[src/rtl/mc_control_fsm.sv]
// Multicycle RV32I control FSM: fetch, decode, execute, memory, writeback.
// Optional CTRL_BRANCH_EXT_EN adds blt/bge/bltu/bgeu support.
module mc_control_fsm (
    input  logic       clk,
    input  logic       rst_n,
    input  logic [6:0] op,
    input  logic [2:0] funct3,
    input  logic       funct7b5,
    input  logic       zero,
    input  logic       mem_ready,
    output logic       pc_write,
    output logic       ir_write,
    output logic       reg_write,
    output logic       mem_write,
    output logic       adr_src,
    output logic [1:0] alu_src_a,
    output logic [1:0] alu_src_b,
    output logic [1:0] result_src,
    output logic [2:0] imm_src,
    output logic [3:0] alu_control,
    output logic       illegal
);
    typedef enum logic [3:0] {
        S_FETCH, S_DECODE, S_MEMADR, S_MEMREAD, S_MEMWB, S_MEMWRITE,
        S_EXECR, S_EXECI, S_ALUWB, S_BRANCH, S_JALADR, S_JAL, S_HALT
    } state_t;

    localparam logic [6:0] OP_LW    = 7'b0000011;
    localparam logic [6:0] OP_SW    = 7'b0100011;
    localparam logic [6:0] OP_R     = 7'b0110011;
    localparam logic [6:0] OP_I     = 7'b0010011;
    localparam logic [6:0] OP_B     = 7'b1100011;
    localparam logic [6:0] OP_JAL   = 7'b1101111;
    localparam logic [6:0] OP_JALR  = 7'b1100111;
    localparam logic [6:0] OP_LUI   = 7'b0110111;
    localparam logic [6:0] OP_AUIPC = 7'b0010111;

    localparam logic [3:0] ALU_ADD  = 4'b0000;
    localparam logic [3:0] ALU_SUB  = 4'b0001;
    localparam logic [3:0] ALU_AND  = 4'b0010;
    localparam logic [3:0] ALU_OR   = 4'b0011;
    localparam logic [3:0] ALU_XOR  = 4'b0100;
    localparam logic [3:0] ALU_SLL  = 4'b0101;
    localparam logic [3:0] ALU_SRL  = 4'b0110;
    localparam logic [3:0] ALU_SRA  = 4'b0111;
    localparam logic [3:0] ALU_SLT  = 4'b1000;
    localparam logic [3:0] ALU_SLTU = 4'b1001;

    state_t     r_state;
    state_t     w_next;
    logic       w_pc_write;
    logic       w_ir_write;
    logic       w_reg_write;
    logic       w_mem_write;
    logic [3:0] w_alu_dec;
    logic [3:0] w_br_alu;
    logic       w_br_take;
    logic       w_br_ok;
    logic       w_r_ok;

    always_ff @(posedge clk or negedge rst_n) begin
        if (!rst_n) begin
            r_state <= S_FETCH;
        end else begin
            r_state <= w_next;
        end
    end

    always_comb begin
        w_alu_dec = ALU_ADD;
        unique case (funct3)
            3'b000: w_alu_dec = (r_state == S_EXECR && funct7b5) ? ALU_SUB : ALU_ADD;
            3'b001: w_alu_dec = ALU_SLL;
            3'b010: w_alu_dec = ALU_SLT;
            3'b011: w_alu_dec = ALU_SLTU;
            3'b100: w_alu_dec = ALU_XOR;
            3'b101: w_alu_dec = funct7b5 ? ALU_SRA : ALU_SRL;
            3'b110: w_alu_dec = ALU_OR;
            3'b111: w_alu_dec = ALU_AND;
        endcase
    end

    // Equality branches invert on funct3[0]; the compare-based ones flip again.
`ifdef CTRL_BRANCH_EXT_EN
    assign w_br_ok   = (funct3[2:1] != 2'b01);
    assign w_br_alu  = !funct3[2] ? ALU_SUB : (funct3[1] ? ALU_SLTU : ALU_SLT);
    assign w_br_take = zero ^ funct3[0] ^ funct3[2];
`else
    assign w_br_ok   = (funct3[2:1] == 2'b00);
    assign w_br_alu  = ALU_SUB;
    assign w_br_take = zero ^ funct3[0];
`endif

    assign w_r_ok = !funct7b5 || funct3 == 3'b000 || funct3 == 3'b101;

    always_comb begin
        imm_src = 3'b000;
        case (op)
            OP_SW:            imm_src = 3'b001;
            OP_B:             imm_src = 3'b010;
            OP_JAL:           imm_src = 3'b011;
            OP_LUI, OP_AUIPC: imm_src = 3'b100;
            default:          imm_src = 3'b000;
        endcase
    end

    always_comb begin
        w_next      = r_state;
        w_pc_write  = 1'b0;
        w_ir_write  = 1'b0;
        w_reg_write = 1'b0;
        w_mem_write = 1'b0;
        adr_src     = 1'b0;
        alu_src_a   = 2'b00;
        alu_src_b   = 2'b00;
        result_src  = 2'b00;
        alu_control = ALU_ADD;
        unique case (r_state)
            S_FETCH: begin
                alu_src_b  = 2'b10;
                result_src = 2'b10;
                if (mem_ready) begin
                    w_ir_write = 1'b1;
                    w_pc_write = 1'b1;
                    w_next     = S_DECODE;
                end
            end
            S_DECODE: begin
                alu_src_a = 2'b01;
                alu_src_b = 2'b01;
                case (op)
                    OP_LW, OP_SW:     w_next = (funct3 == 3'b010) ? S_MEMADR : S_HALT;
                    OP_R:             w_next = w_r_ok ? S_EXECR : S_HALT;
                    OP_I:             w_next = S_EXECI;
                    OP_LUI, OP_AUIPC: w_next = S_EXECI;
                    OP_B:             w_next = w_br_ok ? S_BRANCH : S_HALT;
                    OP_JAL:           w_next = S_JAL;
                    OP_JALR:          w_next = S_JALADR;
                    default:          w_next = S_HALT;
                endcase
            end
            S_MEMADR: begin
                alu_src_a = 2'b10;
                alu_src_b = 2'b01;
                w_next    = (op == OP_LW) ? S_MEMREAD : S_MEMWRITE;
            end
            S_MEMREAD: begin
                adr_src = 1'b1;
                if (mem_ready) w_next = S_MEMWB;
            end
            S_MEMWB: begin
                result_src  = 2'b01;
                w_reg_write = 1'b1;
                w_next      = S_FETCH;
            end
            S_MEMWRITE: begin
                adr_src     = 1'b1;
                w_mem_write = 1'b1;
                if (mem_ready) w_next = S_FETCH;
            end
            S_EXECR: begin
                alu_src_a   = 2'b10;
                alu_control = w_alu_dec;
                w_next      = S_ALUWB;
            end
            S_EXECI: begin
                alu_src_b = 2'b01;
                w_next    = S_ALUWB;
                if (op == OP_LUI) begin
                    alu_src_a = 2'b11;
                end else if (op == OP_AUIPC) begin
                    alu_src_a = 2'b01;
                end else begin
                    alu_src_a   = 2'b10;
                    alu_control = w_alu_dec;
                end
            end
            S_ALUWB: begin
                w_reg_write = 1'b1;
                w_next      = S_FETCH;
            end
            S_BRANCH: begin
                alu_src_a   = 2'b10;
                alu_control = w_br_alu;
                w_pc_write  = w_br_take;
                w_next      = S_FETCH;
            end
            S_JALADR: begin
                alu_src_a = 2'b10;
                alu_src_b = 2'b01;
                w_next    = S_JAL;
            end
            S_JAL: begin
                alu_src_a  = 2'b01;
                alu_src_b  = 2'b10;
                w_pc_write = 1'b1;
                w_next     = S_ALUWB;
            end
            S_HALT:  w_next = S_HALT;
            default: w_next = S_FETCH;
        endcase
    end

    // Enables are masked by rst_n so they drop the instant reset asserts.
    assign pc_write  = w_pc_write & rst_n;
    assign ir_write  = w_ir_write & rst_n;
    assign reg_write = w_reg_write & rst_n;
    assign mem_write = w_mem_write & rst_n;
    assign illegal   = (r_state == S_HALT);
endmodule

[config.mk]
export PLATFORM = sky130hd
export DESIGN_NAME = mc_control_fsm
export DESIGN_NICKNAME = d
export VERILOG_FILES = /design/src/rtl/mc_control_fsm.sv
export SDC_FILE = /design/constraint.sdc
export NUM_CORES = 1
export LEC_CHECK = 0
export BUFFER_PORTS_ARGS = -buffer_cell sky130_fd_sc_hd__buf_4
export CAP_MARGIN = 25
export CORE_MARGIN = 2
export CORE_UTILIZATION = 30
export DETAILED_ROUTE_END_ITERATION = 8
export PLACE_DENSITY = 0.52
export SLEW_MARGIN = 20
export SYNTH_ARGS = -nofsm -noshare
export SYNTH_HDL_FRONTEND = slang
export SYNTH_SLANG_ARGS = --single-unit
[constraint.sdc]
create_clock -name clk -period 1.85 [get_ports clk]
set_input_delay 0.0925 -clock clk [delete_from_list [all_inputs] [get_ports clk]]
set_output_delay 0.0925 -clock clk [all_outputs]
set_load 0.1 [all_outputs]
==> flow_summary.json, run 1 <==
{
  "synth_area_um2": 910,
  "core_um2": 2830,
  "syn_nets": 143,
  "cts_max_level": 1,
  "p_leak_nw": 0.537,
  "p_sw_mw": 1.15,
  "whs_ns": 0.200,
  "num-nets-final": 175,
  "cts-root-buf": "clkbuf_4",
  "viasPerCell": 5.67,
  "drv_cap": 0,
  "initial_core_util": 0.322,
  "crit_start": "r_state[0]",
  "largest_reg_flops": 4,
  "p_per_area_nw_per_um2": 1290,
  "route.vias.total": 1072,
  "synth-edff-count": 0,
  "yosysSeqAreaShare": 0.110,
  "path_class": "flip-flop to output pin",
  "cp-start-kind": "flip-flop",
  "ys_async_sr_fraction": 1.00,
  "clk_path_buf_depth": 2,
  "ys_seq_elements": 4,
  "pwr-share-clk": 0.062,
  "drc": 0,
  "synth_commonest_cells": "nor2_1 (12), a21oi_1 (11), nand2_1 (9)",
  "io_buffers": 33,
  "hpwl_um": 2190,
  "chipHeight_um": 59.1,
  "fin_setup_tns_ns": 0,
  "p_total_mw": 1.76,
  "fmax_ghz": 0.560,
  "synth_top_area_cell": "dfrtp_1",
  "hp-class": "primary input to async pin",
  "tightest_slew_ns": 0.408,
  "final.min_clock_period_ns": 1.79,
  "top_regs": "r_state: 4 flops",
  "dieArea_um2": 3490,
  "fin_crit_sh": 0.966,
  "cts_sinks": 4,
  "required_ns": 1.76,
  "slew_viol_final": 0,
  "slew_headroom": 0.725,
  "regMostFlops": "r_state",
  "reg2reg_to": "r_state[1]",
  "grt_pass1_vias": 934,
  "critical_path.max_fanout": 6,
  "layout_setup_ws_ns": 0.0630,
  "fp-row-count": 19,
  "finalHoldViolCount": 0,
  "ys_warn_count": 0,
  "p_int_mw": 0.609,
  "cp.arrival_ns": 1.69,
  "regToRegStartpoint": "r_state[1]",
  "synth_flop_cell": "dfrtp_1",
  "diodes": 0,
  "grt_usage": 0.171,
  "areaGrowthSynthToFinish_pct": 49.9,
  "pwr-share-comb": 0.862,
  "pin_count": 34,
  "wl_per_cell_um": 14.6,
  "cts_tree": "done",
  "grt_remaining_overflow": 0,
  "crit_chain": "buf_4 -> or3_1 -> a21oi_4 -> buf_4",
  "final_antenna_net_count": 0,
  "finalSetupViolCount": 0,
  "numCtsBuffers": 3,
  "peakVddDrop_mv": 0.790,
  "place.gp.congestion": 0.849,
  "insertion_delay_ns": 0.24,
  "outcome": "finished, final reports clean",
  "cpMaxStageDelayCell": "dfrtp_1",
  "end_kind": "output pin",
  "cpMostUsedCell": "buf_4",
  "rr_worst_depth": 3,
  "max_stage_delay_ns": 0.41,
  "yosysMostFrequentCell": "nor2_1",
  "place_ws_ns": 0.217,
  "firstDrtPassIters": 4,
  "grt_max_degree": 18,
  "die_w_um": 59.1,
  "antenna_found_initial": 0,
  "synth_top_area_frac": 0.110,
  "synth_area_leaders": "dfrtp_1 (11%), buf_6 (7.4%), a21oi_1 (6.1%), nor2_1 (5.0%), nand2b_1 (4.1%)",
  "fin_skew_ns": 0.000854,
  "p_sw_frac": 0.654,
  "post_route_cells_drive_above_1_share": 0.456,
  "grt_pass1_wl_um": 4680,
  "reg2reg_slack_ns": 0.30,
  "routed_wl_um": 2760,
  "syn_inst": 128,
  "path_clk_slew_ns": 0.04,
  "drt_iter0_markers": 55,
  "netlist-cell-type-count": 48,
  "nFillCells": 289,
  "syn-mean-instance-area_um2": 7.11,
  "seqPwrFrac": 0.076
}
per-layer routing:
layer / GRT usage / routed length [µm] / vias up
li1: - / - / 543
met1: 0.266 / 1370 / 500
met2: 0.251 / 1260 / 29
met3: 0.0437 / 126 / 0
met4: 0 / 0 / 0
met5: 0 / 0 / -
layout make-up:
type / count / area (µm²) / area share
Tap cell: 31 / 38.8 / 0.0284
Sequential cell: 4 / 101 / 0.0743
Inverter: 2 / 7.51 / 0.00550
Multi-Input combinational cell: 110 / 876 / 0.642
Clock buffer: 3 / 22.5 / 0.0165
Timing Repair Buffer: 39 / 318 / 0.233
how the worst max path moves through the flow:
stage / slack [ns] / end
final: 0.06 / alu_src_b[1]
after global routing: -0.004 / alu_src_a[1]
after CTS: 0.04 / alu_src_a[0]
after detailed placement: 0.22 / alu_control[0]
after global placement: 0.28 / alu_control[0]
after floorplan: -0.46 / alu_src_b[0]
cells by family after synthesis:
| logic type | count (synthesis) | share of synthesized area |
|---|---|---|
| muxes | 2 | 0.0220 |
| buffers and inverters | 14 | 0.122 |
| DFF | 4 | 0.110 |
| AOI/OAI and AO/OA | 40 | 0.290 |
| and+or+nand+nor | 66 | 0.436 |
| xor gates and xnor gates | 2 | 0.0193 |
what timing repair did:
action	4_1_cts	5_1_grt
hold buffers	1	0
endpoints found under the setup margin	3	6
buffers inserted	0	0
endpoints found under the hold margin	4	0
gates resized for setup	1	9
cell usage in the layout (no fill, tap or decap), drive strengths merged, types with 5 or more instances in the layout:
master and count:
nand2b 6, nor4 5, a21oi 12, buf 38, nor2 12, o21ai 10, nand2 11, nor3 5
per-stage QoR:
step	instances	utilization	instance area, µm²
3_5_place_dp	185	0.460	1300
4_1_cts	189	0.472	1340
6_report	189	0.482	1360
5_1_grt	189	0.482	1360
2_1_floorplan	128	-	1080
3_3_place_gp	185	0.460	1300
power by group through the flow:
stage	Sequential, mW	Combinational, mW	Clock, mW
after floorplan	0.138	1.23	0
after global routing	0.141	1.60	0.122
after global placement	0.134	1.48	0
final	0.134	1.52	0.108
after CTS	0.135	1.49	0.112
after detailed placement	0.134	1.48	0
worst max-delay path, delay by kind of cell, from the launching register on:
kind | cells | cell delay [ns]
compound gates | 1 | 0.15
buf+inv | 2 | 0.48
flops | 1 | 0.41
simple gates | 1 | 0.41
(Power assumes the default switching activity.)
==> run 2: changes to the inputs <==
==> constraint.sdc (replaced) <==
create_clock -name clk -period 2.02 [get_ports clk]
set_input_delay 0.101 -clock clk [delete_from_list [all_inputs] [get_ports clk]]
set_output_delay 0.101 -clock clk [all_outputs]
set_load 0.1 [all_outputs]
==> run 2 against run 1 <==
Against the previous run:
- via count shrank 1.2%
- register-to-register slack better by 0.10 ns
- first-iteration DRC count shrank 36%
- global-route usage decreased by 0.81 points
- final cell count fell by 0.53%
- core utilization is 4.3 points lower
- largest cell class unchanged
- largest power group unchanged
==> flow_summary.json, run 2 (same netlist as run 1, synthesis figures left out) <==
{
  "io_buffers": 33,
  "slew_headroom": 0.743,
  "numCtsBuffers": 3,
  "grt_usage": 0.163,
  "place_area_um2": 1210,
  "fin_setup_tns_ns": 0,
  "top_regs": "r_state: 4 flops",
  "rsz0062_at_grt": "no",
  "drv_cap": 0,
  "clk_path_buf_depth": 2,
  "fmax_ghz": 0.528,
  "die_w_um": 59.1,
  "routed_wl_um": 2650,
  "drc": 0,
  "finalSetupViolCount": 0,
  "final.min_clock_period_ns": 1.89,
  "route.vias.total": 1059,
  "dieArea_um2": 3490,
  "hpwl_um": 2010,
  "rr_worst_depth": 3,
  "outcome": "finished, final reports clean",
  "grt_pass1_vias": 956,
  "crit_start": "r_state[0]",
  "cp-start-kind": "flip-flop",
  "post_cts_buffers": 0,
  "grt_max_degree": 21,
  "firstDrtPassIters": 6,
  "fin_crit_sh": 0.937,
  "largest_reg_flops": 4,
  "whs_ns": 0.205,
  "reg2reg_to": "r_state[1]",
  "p_leak_nw": 0.509,
  "end_kind": "output pin",
  "cts_sinks": 4,
  "fin_skew_ns": 0.00170,
  "insertion_delay_ns": 0.25,
  "cts_tree": "done",
  "post_route_cells_drive_above_1_share": 0.420,
  "wl_per_cell_um": 14.1,
  "place_inst": 184,
  "core_um2": 2830,
  "p_per_area_nw_per_um2": 1210,
  "cp.arrival_ns": 1.79,
  "antenna_found_initial": 0,
  "final_cell_mix": "buf_4 (37), nor2_1 (10), nand2_1 (9)",
  "p_total_mw": 1.51,
  "peakVddDrop_mv": 0.758,
  "viasPerCell": 5.63,
  "initial_core_util": 0.322,
  "layout_setup_ws_ns": 0.127,
  "fin_util": 0.439,
  "path_class": "flip-flop to output pin",
  "final_cell_area_um2": 1240,
  "diodes": 0,
  "drt_iter0_markers": 35,
  "regToRegStartpoint": "r_state[1]",
  "slew_viol_final": 0,
  "critical_path.max_fanout": 12,
  "pin_count": 34,
  "grt_pass1_wl_um": 4450,
  "place_ws_ns": 0.300,
  "path_clk_slew_ns": 0.04,
  "reg2reg_slack_ns": 0.40,
  "finalHoldViolCount": 0,
  "cts_max_level": 1,
  "cp-endpoint": "alu_src_b[1]",
  "grt_remaining_overflow": 0,
  "required_ns": 1.92,
  "num-nets-final": 174,
  "tightest_slew_ns": 0.381,
  "hp-class": "primary input to async pin",
  "cts-root-buf": "clkbuf_4",
  "layout_commonest_cell": "buf_4",
  "regMostFlops": "r_state",
  "chipHeight_um": 59.1,
  "nFillCells": 290,
  "fp-row-count": 19,
  "place.gp.congestion": 0.809,
  "final_antenna_net_count": 0,
  "areaGrowthSynthToFinish_pct": 36.6,
  "instances_no_fill": 188
}
==> run 2: cell types whose count changed in the layout (fill, tap and decap cells not counted), sizes merged <==
cell,before,now
buf,38,37
==> run 2: worst min-delay path by stage <==
stage | cells past startpoint | from | slack [ns] | end
floorplan | 0 | rst_n | -0.19 | r_state[0]
global placement | 1 | rst_n | -0.09 | r_state[3]
detailed placement | 1 | rst_n | -0.08 | r_state[3]
CTS | 2 | rst_n | 0.20 | r_state[3]
global route | 2 | rst_n | 0.22 | r_state[3]
finish | 2 | rst_n | 0.21 | r_state[3]
==> run 2: worst max-delay path, stage by stage, from the launching register on <==
cell and delay [ns]:
dfrtp_1 0.49, buf_4 0.23, or3_1 0.39, a21oi_2 0.14, buf_4 0.29
==> run 2: report_power, final <==
| group | total (mW) | switching [mW] | internal [mW] |
|---|---|---|---|
| combinational | 1.26 | 0.936 | 0.323 |
| clock | 0.108 | 0.0409 | 0.0670 |
| sequential | 0.140 | 0.0365 | 0.104 |
==> run 2: layout make-up <==
type,count,area [µm²],share of cell area
Multi-Input combinational cell,110,785,0.631
Timing Repair Buffer,38,288,0.232
Clock buffer,3,22.5,0.0181
Inverter,2,7.51,0.00604
Sequential cell,4,101,0.0816
Tap cell,31,38.8,0.0312
==> run 2: per-layer routing <==
| layer | GRT usage | vias to the layer above | wire (µm) |
|---|---|---|---|
| met5 | 0 | - | 0 |
| met4 | 0.0390 | 0 | 19 |
| met3 | 0.0415 | 3 | 140 |
| met2 | 0.240 | 31 | 1210 |
| met1 | 0.236 | 486 | 1290 |
| li1 | - | 539 | - |
==> run 2: repair_timing <==
item	CTS	global route
endpoints found under the hold margin	4	0
gates resized for setup	0	1
hold buffers	1	0
setup endpoints to repair	0	3
==> run 3: changes to the inputs <==
--- a/config.mk
+++ b/config.mk
@@ -9,6 +9,7 @@
 export CAP_MARGIN = 25
 export CORE_MARGIN = 2
 export CORE_UTILIZATION = 30
+export CTS_BUF_LIST = sky130_fd_sc_hd__clkbuf_2
 export DETAILED_ROUTE_END_ITERATION = 8
 export PLACE_DENSITY = 0.52
 export SLEW_MARGIN = 20
==> run 3 against run 2 <==
Against the previous run:
- the flow now finishes with violations (design-rule violations)
- sequential power about the same
- count of clock-buffer cells in the layout unchanged
- clock power down 27%
- sequential share of layout area about the same
- setup slack better by 0.024 ns
- via count up 2.1%
- register-to-register slack about the same
- final cell count unchanged
- wire length down 0.72%
- non-clock buffer count unchanged
- critical path type unchanged
==> flow_summary.json, run 3 (same netlist as run 1, synthesis figures left out) <==
{
  "fin_setup_tns_ns": 0,
  "hp-class": "primary input to async pin",
  "cp-start-kind": "flip-flop",
  "chipHeight_um": 59.1,
  "p_leak_nw": 0.508,
  "cts-root-buf": "clkbuf_2",
  "final_cell_mix": "buf_4 (37), nor2_1 (10), nand2_1 (9)",
  "num-nets-final": 174,
  "routed_wl_um": 2630,
  "max_stage_delay_ns": 0.49,
  "hpwl_um": 2010,
  "rsz0062_at_grt": "no",
  "drc": 1,
  "top_regs": "r_state: 4 flops",
  "finalHoldViolCount": 0,
  "largest_reg_flops": 4,
  "cts_tree": "done",
  "critical_path.max_fanout": 12,
  "p_per_area_nw_per_um2": 1200,
  "areaGrowthSynthToFinish_pct": 35.8,
  "final_antenna_net_count": 0,
  "cts_sinks": 4,
  "p_total_mw": 1.48,
  "final_cell_area_um2": 1230,
  "cpMaxStageDelayCell": "dfrtp_1",
  "path_clk_slew_ns": 0.05,
  "grt_max_degree": 21,
  "peakVddDrop_mv": 0.753,
  "wl_per_cell_um": 14.0,
  "grt_pass1_vias": 955,
  "fin_crit_sh": 0.925,
  "slew_headroom": 0.723,
  "route.vias.total": 1081,
  "end_kind": "output pin",
  "viasPerCell": 5.75,
  "post_cts_buffers": 0,
  "violations": "design-rule violations",
  "grt_remaining_overflow": 0,
  "initial_core_util": 0.322,
  "grt_usage": 0.160,
  "nFillCells": 291,
  "drt_iter0_markers": 31,
  "cpMostUsedCell": "buf_4",
  "final.min_clock_period_ns": 1.87,
  "dieArea_um2": 3490,
  "layout_commonest_cell": "buf_4",
  "numCtsBuffers": 3,
  "path_class": "flip-flop to output pin",
  "use_met1": 0.236,
  "cp.arrival_ns": 1.77,
  "drv_cap": 0,
  "rr_worst_depth": 3,
  "slew_viol_final": 0,
  "outcome": "complete, but fails checks",
  "grt_pass1_wl_um": 4430,
  "place_area_um2": 1210,
  "crit_chain": "buf_4 -> or3_1 -> a21oi_2 -> buf_4",
  "place.gp.congestion": 0.809,
  "io_buffers": 33,
  "fp-row-count": 19,
  "finalSetupViolCount": 0,
  "antenna_found_initial": 0,
  "insertion_delay_ns": 0.22,
  "diodes": 0,
  "grt_use_met3": 0.0415,
  "core_um2": 2830,
  "die_w_um": 59.1,
  "required_ns": 1.92,
  "pin_count": 34,
  "clk_path_buf_depth": 2,
  "post_route_cells_drive_above_1_share": 0.420,
  "cts_max_level": 1,
  "tightest_slew_ns": 0.412,
  "whs_ns": 0.230,
  "firstDrtPassIters": 6,
  "fmax_ghz": 0.535,
  "regMostFlops": "r_state",
  "use_met2": 0.240,
  "busiest_layer": "met2",
  "fin_skew_ns": 0.00179
}
-- run 3: power by group --
group / total (mW) / internal, mW / switching (mW)
registers: 0.140 / 0.104 / 0.0364
clock network: 0.0783 / 0.0400 / 0.0383
logic: 1.26 / 0.323 / 0.936
total: 1.48 / 0.466 / 1.01
-- run 3: per-stage QoR --
| stage | worst slack, ns | util | cells |
|---|---|---|---|
| finish | 0.152 | 0.437 | 188 |
| global route | 0.0862 | 0.437 | 188 |
| CTS | 0.0852 | 0.436 | 188 |
| detailed placement | 0.300 | 0.427 | 184 |
| global placement | 0.330 | 0.427 | 184 |
| floorplan | -0.555 | - | 128 |
-- run 3: what timing repair did --
| item | 4_1_cts | 5_1_grt |
|---|---|---|
| hold buffers | 1 | 0 |
| endpoints found under the setup margin | 0 | 3 |
| endpoints found under the hold margin | 4 | 0 |
| resized for setup | 0 | 1 |
-- run 3: layer usage --
| layer | vias up | share of wire |
|---|---|---|
| met2 | 35 | 0.47 |
| met5 | - | 0 |
| li1 | 539 | - |
| met4 | 0 | 0 |
| met1 | 507 | 0.48 |
| met3 | 0 | 0.051 |
-- run 3: worst paths after layout --
| path | from | endpoint | slack, ns |
|---|---|---|---|
| worst max-delay path | r_state[0] | alu_src_b[1] | 0.15 |
| worst min-delay path | rst_n | r_state[3] | 0.23 |
| worst max register to register | r_state[1] | r_state[1] | 0.40 |
| worst min register to register | r_state[3] | r_state[2] | 0.69 |
| max in group asynchronous | rst_n | r_state[1] | 1.66 |
| min in group clk | mem_ready | r_state[1] | 0.31 |
-- run 3: critical path, delay by kind of cell (launching register included) --
kind / cells / cell delay (ns)
buf+inv: 2 / 0.52
compound gates: 1 / 0.14
simple gates: 1 / 0.39
flops: 1 / 0.49
-- run 3: cell type report --
| cell class | count | area [µm²] | share of cell area |
|---|---|---|---|
| repair buffers | 38 | 288 | 0.233 |
| flip-flops and latches | 4 | 101 | 0.0821 |
| well taps | 31 | 38.8 | 0.0314 |
| clock buffers | 3 | 15.0 | 0.0122 |
| inverters | 2 | 7.51 | 0.00608 |
| multi-input cells | 110 | 785 | 0.635 |
